## config.mk

```make
export PLATFORM = sky130hd
export DESIGN_NAME = soc_ahb_ram_ctrl
export DESIGN_NICKNAME = d
export VERILOG_FILES = /design/src/rtl/soc_ram_ctrl_pkg.sv /design/src/rtl/soc_ahb_ram_merge.sv /design/src/rtl/soc_ahb_ram_ctrl.sv
export SDC_FILE = /design/constraint.sdc
export NUM_CORES = 1
export LEC_CHECK = 0
export CORE_MARGIN = 2
export CORE_UTILIZATION = 30
export DETAILED_ROUTE_END_ITERATION = 16
export PLACE_DENSITY = 0.82
export SLEW_MARGIN = 5
export SYNTH_ARGS = -nofsm -noshare
export SYNTH_HDL_FRONTEND = slang
export SYNTH_SLANG_ARGS = --single-unit
```

## constraint.sdc

```tcl
create_clock -name hclk -period 2.1 [get_ports hclk]
set_clock_uncertainty 0.05 [all_clocks]
set_input_delay 0.63 -clock hclk [delete_from_list [all_inputs] [get_ports hclk]]
set_output_delay 0.63 -clock hclk [all_outputs]
set_load 0.05 [all_outputs]
```

## src/rtl/soc_ram_ctrl_pkg.sv

```systemverilog
// soc_ram_ctrl_pkg: shared AHB codes and controller state for soc_ahb_ram_ctrl.
// ERR states exist only when SOC_AHB_RAM_CTRL_ERR_EN is defined.
package soc_ram_ctrl_pkg;

    localparam logic [1:0] HTRANS_IDLE   = 2'b00;
    localparam logic [1:0] HTRANS_BUSY   = 2'b01;
    localparam logic [1:0] HTRANS_NONSEQ = 2'b10;
    localparam logic [1:0] HTRANS_SEQ    = 2'b11;

    localparam logic [2:0] HSIZE_BYTE = 3'b000;
    localparam logic [2:0] HSIZE_HALF = 3'b001;
    localparam logic [2:0] HSIZE_WORD = 3'b010;

    localparam logic HRESP_OKAY  = 1'b0;
    localparam logic HRESP_ERROR = 1'b1;

    typedef enum logic [2:0] {
        ST_IDLE,
        ST_RD,
        ST_WR,
`ifdef SOC_AHB_RAM_CTRL_ERR_EN
        ST_WR_STALL,
        ST_ERR1,
        ST_ERR2
`else
        ST_WR_STALL
`endif
    } ctrlState_e;

    // Oversized or misaligned transfers cannot be served by one RAM word
    function automatic logic isIllegal(input logic [2:0] size, input logic [1:0] off);
        return (size > HSIZE_WORD)
            || ((size == HSIZE_HALF) && off[0])
            || ((size == HSIZE_WORD) && (off != 2'b00));
    endfunction

endpackage

```

## src/rtl/soc_ahb_ram_merge.sv

```systemverilog
// soc_ahb_ram_merge: byte-lane mask and merge of new write data into the old RAM word.
// Sizes above a word select all lanes.
module soc_ahb_ram_merge
    import soc_ram_ctrl_pkg::*;
(
    input  logic [2:0]  hsize,
    input  logic [1:0]  byteOffset,
    input  logic [31:0] oldWord,
    input  logic [31:0] newWord,
    output logic [3:0]  laneMask,
    output logic [31:0] mergedWord
);

    // Lane mask from size and offset, then per-lane select
    always_comb begin
        laneMask   = 4'b1111;
        mergedWord = oldWord;
        case (hsize)
            HSIZE_BYTE: laneMask = 4'b0001 << byteOffset;
            HSIZE_HALF: laneMask = byteOffset[1] ? 4'b1100 : 4'b0011;
            default:    laneMask = 4'b1111;
        endcase
        for (int i = 0; i < 4; i++) begin
            if (laneMask[i]) begin
                mergedWord[8*i +: 8] = newWord[8*i +: 8];
            end
        end
    end

endmodule

```

## src/rtl/soc_ahb_ram_ctrl.sv

```systemverilog
// soc_ahb_ram_ctrl: AHB-Lite slave driving a single-port synchronous RAM,
// sub-word writes as read-modify-write. Define SOC_AHB_RAM_CTRL_ERR_EN for ERROR responses.
module soc_ahb_ram_ctrl
    import soc_ram_ctrl_pkg::*;
#(
    parameter int DATAWIDTH = 32,
    parameter int ADDRWIDTH = 14
) (
    input  logic                 hclk,
    input  logic                 hrst_b,
    input  logic                 hsel,
    input  logic [1:0]           htrans,
    input  logic                 hwrite,
    input  logic [2:0]           hsize,
    input  logic [31:0]          haddr,
    input  logic [DATAWIDTH-1:0] hwdata,
    input  logic                 hready,
    output logic                 hreadyout,
    output logic                 hresp,
    output logic [DATAWIDTH-1:0] hrdata,
    output logic [ADDRWIDTH-1:0] ram_addr,
    output logic [DATAWIDTH-1:0] ram_din,
    output logic                 ram_we,
    input  logic [DATAWIDTH-1:0] ram_dout
);

    ctrlState_e           state;
    ctrlState_e           issueState;
    logic [ADDRWIDTH-1:0] capAddr;
    logic [1:0]           capOff;
    logic [2:0]           capSize;
    logic                 presented;
    logic                 canAccept;
    logic                 accept;
    logic [3:0]           laneMask;
    logic [31:0]          mergedWord;
    logic                 unusedBits;

    assign presented  = hsel & htrans[1];
    assign canAccept  = (state == ST_IDLE) || (state == ST_RD)
                     || (state == ST_WR_STALL);
    assign accept     = canAccept & presented & hready;
    assign unusedBits = ^{haddr[31:ADDRWIDTH+2], htrans[0], laneMask};

    soc_ahb_ram_merge uMerge (
        .hsize      (capSize),
        .byteOffset (capOff),
        .oldWord    (ram_dout),
        .newWord    (hwdata),
        .laneMask   (laneMask),
        .mergedWord (mergedWord)
    );

    // Destination state for a transfer accepted this cycle
    always_comb begin
        issueState = hwrite ? ST_WR : ST_RD;
`ifdef SOC_AHB_RAM_CTRL_ERR_EN
        if (isIllegal(hsize, haddr[1:0])) begin
            issueState = ST_ERR1;
        end
`endif
    end

    // Controller state and captured address-phase fields
    always_ff @(posedge hclk or negedge hrst_b) begin
        if (!hrst_b) begin
            state   <= ST_IDLE;
            capAddr <= '0;
            capOff  <= '0;
            capSize <= HSIZE_WORD;
        end else begin
            unique case (state)
                ST_WR:   state <= presented ? ST_WR_STALL : ST_IDLE;
`ifdef SOC_AHB_RAM_CTRL_ERR_EN
                ST_ERR1: state <= ST_ERR2;
                ST_ERR2: state <= ST_IDLE;
`endif
                default: begin
                    state <= accept ? issueState : ST_IDLE;
                    if (accept) begin
                        capAddr <= haddr[ADDRWIDTH+1:2];
                        capOff  <= haddr[1:0];
                        capSize <= hsize;
                    end
                end
            endcase
        end
    end

    // Bus response and RAM port; reads issue in the address phase
    always_comb begin
        hreadyout = 1'b1;
        hresp     = HRESP_OKAY;
        hrdata    = '0;
        ram_we    = 1'b0;
        ram_din   = '0;
        ram_addr  = '0;
        if (accept) begin
            ram_addr = haddr[ADDRWIDTH+1:2];
        end
        unique case (state)
            ST_RD: hrdata = ram_dout;
            ST_WR: begin
                ram_we    = 1'b1;
                ram_din   = mergedWord;
                ram_addr  = capAddr;
                hreadyout = ~presented;
            end
`ifdef SOC_AHB_RAM_CTRL_ERR_EN
            ST_ERR1: begin
                hresp     = HRESP_ERROR;
                hreadyout = 1'b0;
            end
            ST_ERR2: hresp = HRESP_ERROR;
`endif
            default: ;
        endcase
    end

endmodule

```

==> run_results.csv, run 1 <==
group,metric,value,unit
setup_path,critical_path.most_common_cell,"buf_12",
routing,avgRoutedWirePerCell,25.2,um
cts,cts_tree,"built",
global_route,grt_pass1_vias,3055,
setup_path,slowest_stage,"dfstp_2",
logic_synthesis,syn_avg_cell_area,8.51,sq um
floorplanning,die_area,0.00689,sq mm
pwr,p_clk_share,11.3,%
sta,hold_violations,0,
pwr,peakVddDrop,0.528,mV
placed_design,dpl_cell_area,0.00486,sq mm
sta,fmax,411,MHz
pwr,p_int,0.00139,W
logic_synthesis,synth_cell_types,29,
floorplanning,pin_count,187,
logic_synthesis,async_reset_ff_share,100,%
cts,cts.htree.levels,1,
global_route,grt_use_total,33.4,%
setup_path,crit_path_max_fanout,8,
routing,vias,2784,
floorplanning,die_w,83.0,um
global_route,overflow,0,
routing,drc,0,
cts,clkLatencyLatePin,0.26,ns
min_path,worstHoldStart,"capAddr[0]",
floorplanning,dieHeight,83.0,um
logic_synthesis,syn-cell-area,0.00187,sq mm
sta,holdWs,0.488,ns
logic_synthesis,yosys-top-cells-area,"dfrtp_1 (27%), mux2_2 (11%), and2_1 (11%), mux2i_1 (8.6%), nand2_1 (6.6%)",
layout,drive_gt1_share,63.0,%
setup_path,crit-reg2reg-launch,"state[1]",
sta,fin_tns_setup,-16.24,ns
logic_synthesis,yosysSeqAreaShare,28.1,%
pwr,p_leak,2.19,nW
run,maxCapViolations,0,
pwr,seqPwrFrac,23.6,%
logic_synthesis,synthCells,220,
min_path,hold_path_depth,1,
run_status,violations,"setup timing",
global_route,grt_max_degree,28,
sta,fin_crit_sh,116,%
floorplanning,core-area,0.00599,sq mm
sta,setup_viol,80,
placed_design,portBuffers,168,
routing,final_antenna_net_count,0,
setup_path,r2r-end,"capSize[0]",
cts,clk_pin_slew,0.08,ns
setup_path,cp.arrival,1.75,ns
setup_path,cp-startpoint,"capSize[1]",
setup_path,critPathBufInv,3,
setup_path,critPathTopFamily,"flip-flops",
floorplanning,initial_core_util,31.3,%
setup_path,required,1.42,ns
setup_path,critPathKind,"flip-flop to primary output",
logic_synthesis,ys_warn_count,0,
placed_design,globalplace.congestion,0.818,
cts,clockBufferDepth,2,
pwr,sw_frac_of_total,41.3,%
setup_path,setup.worst_path.start_class,"flip-flop",
min_path,holdCritPathClass,"flip-flop to flip-flop",
sta,grt_setup_unrepaired,"true",
floorplanning,row_count,28,
min_path,worstHoldEndpoint,"capAddr[0]",
setup_path,worst_path_largest_cell_delay,0.56,ns
run_status,status,"finished with violations",
layout,area_delta_synth_final,199,%
logic_synthesis,synth.top_cell.area_share,26.7,%
cts,numCtsBuffers,3,
cts,clock_sinks,21,
layout,fill_cells,162,
placed_design,place_inst,468,
setup_path,path_cells,"or2_4, buf_4, buf_12, o21ai_1, a21boi_2, buf_12",
sta,period_needed,2.43,ns
logic_synthesis,synth-seq-cells,21,
global_route,grt_first_pass_wirelength,18100,um
sta,worst_slack,-0.332,ns
pwr,p_sw,0.000977,W
layout,nets,529,
logic_synthesis,synth-main-ff-cell,"dfrtp_1",
placed_design,dp_hpwl,6740,um
layout,fin_util,93.6,%
cts,ctsRootBufferMaster,"clkbuf_8",
setup_path,crit_path_end_kind,"primary output",
logic_synthesis,yosys.area.top_type,"dfrtp_1",
setup_path,r2r_cells,7,
routing,drtPass1Iterations,4,
routing,dr.first_iter.drc_count,160,
routing,via_per_inst,5.59,
pwr,p_comb_share,65.2,%
layout,postLayoutCellArea,0.00561,sq mm
routing,drt-total-wl,12500,um
logic_synthesis,synth-edff-count,0,
sta,maxSlewViolCount,0,
global_route,antenna_found_initial,1,
logic_synthesis,synthesis.nets,326,
pwr,power.density,422,mW/mm^2
layout,fin_cells,498,
setup_path,reg2reg_slack,0.11,ns
cts,hold_buffers,0,
[power by group through the flow]
stage	Clock, W	Combinational [W]	Sequential, W
floorplan	0	0.000605	0.000535
global placement	0	0.00115	0.000538
detailed placement	0	0.00118	0.000549
CTS	0.000267	0.00143	0.000544
global route	0.000293	0.00159	0.000568
finish	0.000266	0.00154	0.000557
[flip-flops by register name, indices dropped and copies added (netlist names)]
register	cells
capAddr	14
capOff	2
capSize	3
state	2
[through the flow]
stage	setup WS (ns)	total power (W)
after floorplan	-0.332	0.00114
after CTS	-0.292	0.00224
final	-0.332	0.00236
after global routing	-0.374	0.00245
after detailed placement	-0.586	0.00173
after global placement	-0.546	0.00169
[placed cells by master (no fill, tap or decap), drive strengths merged, types with 2 or more instances in the layout]
cell           instances
a21boi                16
a21oi                  4
a22o                  14
and2                  32
buf                  129
clkbuf                 4
clkdlybuf4s50         78
dfrtp                 20
dlygate4sd2            7
inv                    2
mux2                  19
mux2i                 16
nand2                 33
nand3                 17
nor2                   3
nor2b                  2
o21ai                 17
[worst reg2reg max path, delay by kind of cell (launching register included)]
| kind | cells | cell delay, ns |
|---|---|---|
| flops | 1 | 0.40 |
| mux | 1 | 0.34 |
| buf+inv | 4 | 0.58 |
| simple gates | 2 | 0.50 |
[cell families after synthesis]
kind of cell / share of synthesized area (%)
AOI/OAI and AO/OA: 21.1
DFF: 28.1
buffers and inverters: 5.41
muxes: 20.0
other: 0.200
and+or+nand+nor: 25.2
[worst max-delay path by stage]
stage,to,cells after the start
after floorplan,ram_din[18],5
after global placement,ram_addr[6],6
after detailed placement,ram_addr[1],6
after CTS,ram_din[7],5
after global routing,ram_din[31],6
final,ram_din[31],6
[routing by layer]
metal	routed length (um)	track usage (%)	vias to the layer above
met5	0	0	-
met4	546	11.6	0
met3	953	4.77	38
met2	6660	63.6	184
met1	4380	37.4	1381
li1	-	-	1181
[area by class of cell]
type                    count  area [sq um]  area share [%]
inverters                   2          7.51           0.134
flip-flops and latches     21           528            9.41
diodes                      1          2.50          0.0446
repair buffers            215          2990            53.4
clock buffers               3          41.3           0.736
clock inverters             1          5.00          0.0892
multi-input cells         180          1940            34.5
well taps                  75          93.8            1.67
[Yosys cell counts (2+ instances only)]
master,number
buf_6,2
nand3_1,17
nor2_1,3
inv_1,2
a22o_1,14
mux2_2,19
a21boi_0,16
a21oi_1,2
and2_1,32
dfrtp_1,20
mux2i_1,16
clkbuf_1,5
buf_2,8
a21oi_4,2
o21ai_0,16
nand2_1,33
[repair_timing]
action                     CTS  global route
resized for setup          134            19
pin swaps                   41            22
buffers inserted            21             4
gates cloned                 6             0
setup endpoints to repair   75            80
Power figures use the tool's default switching activity.
==> run 2, diff against run 1 <==
--- a/config.mk
+++ b/config.mk
@@ -5,6 +5,7 @@
 export SDC_FILE = /design/constraint.sdc
 export NUM_CORES = 1
 export LEC_CHECK = 0
+export CAP_MARGIN = 25
 export CORE_MARGIN = 2
 export CORE_UTILIZATION = 30
 export DETAILED_ROUTE_END_ITERATION = 16
==> results of run 2 <==
No change in the layout: final DEF, timing and power equal those of run 1.
==> run 3, diff against run 2 <==
--- a/config.mk
+++ b/config.mk
@@ -9,6 +9,7 @@
 export CORE_MARGIN = 2
 export CORE_UTILIZATION = 30
 export DETAILED_ROUTE_END_ITERATION = 16
+export GPL_ROUTABILITY_DRIVEN = 0
 export PLACE_DENSITY = 0.82
 export SLEW_MARGIN = 5
 export SYNTH_ARGS = -nofsm -noshare
==> results of run 3 <==
No change in the layout: final DEF, timing and power equal those of run 1.
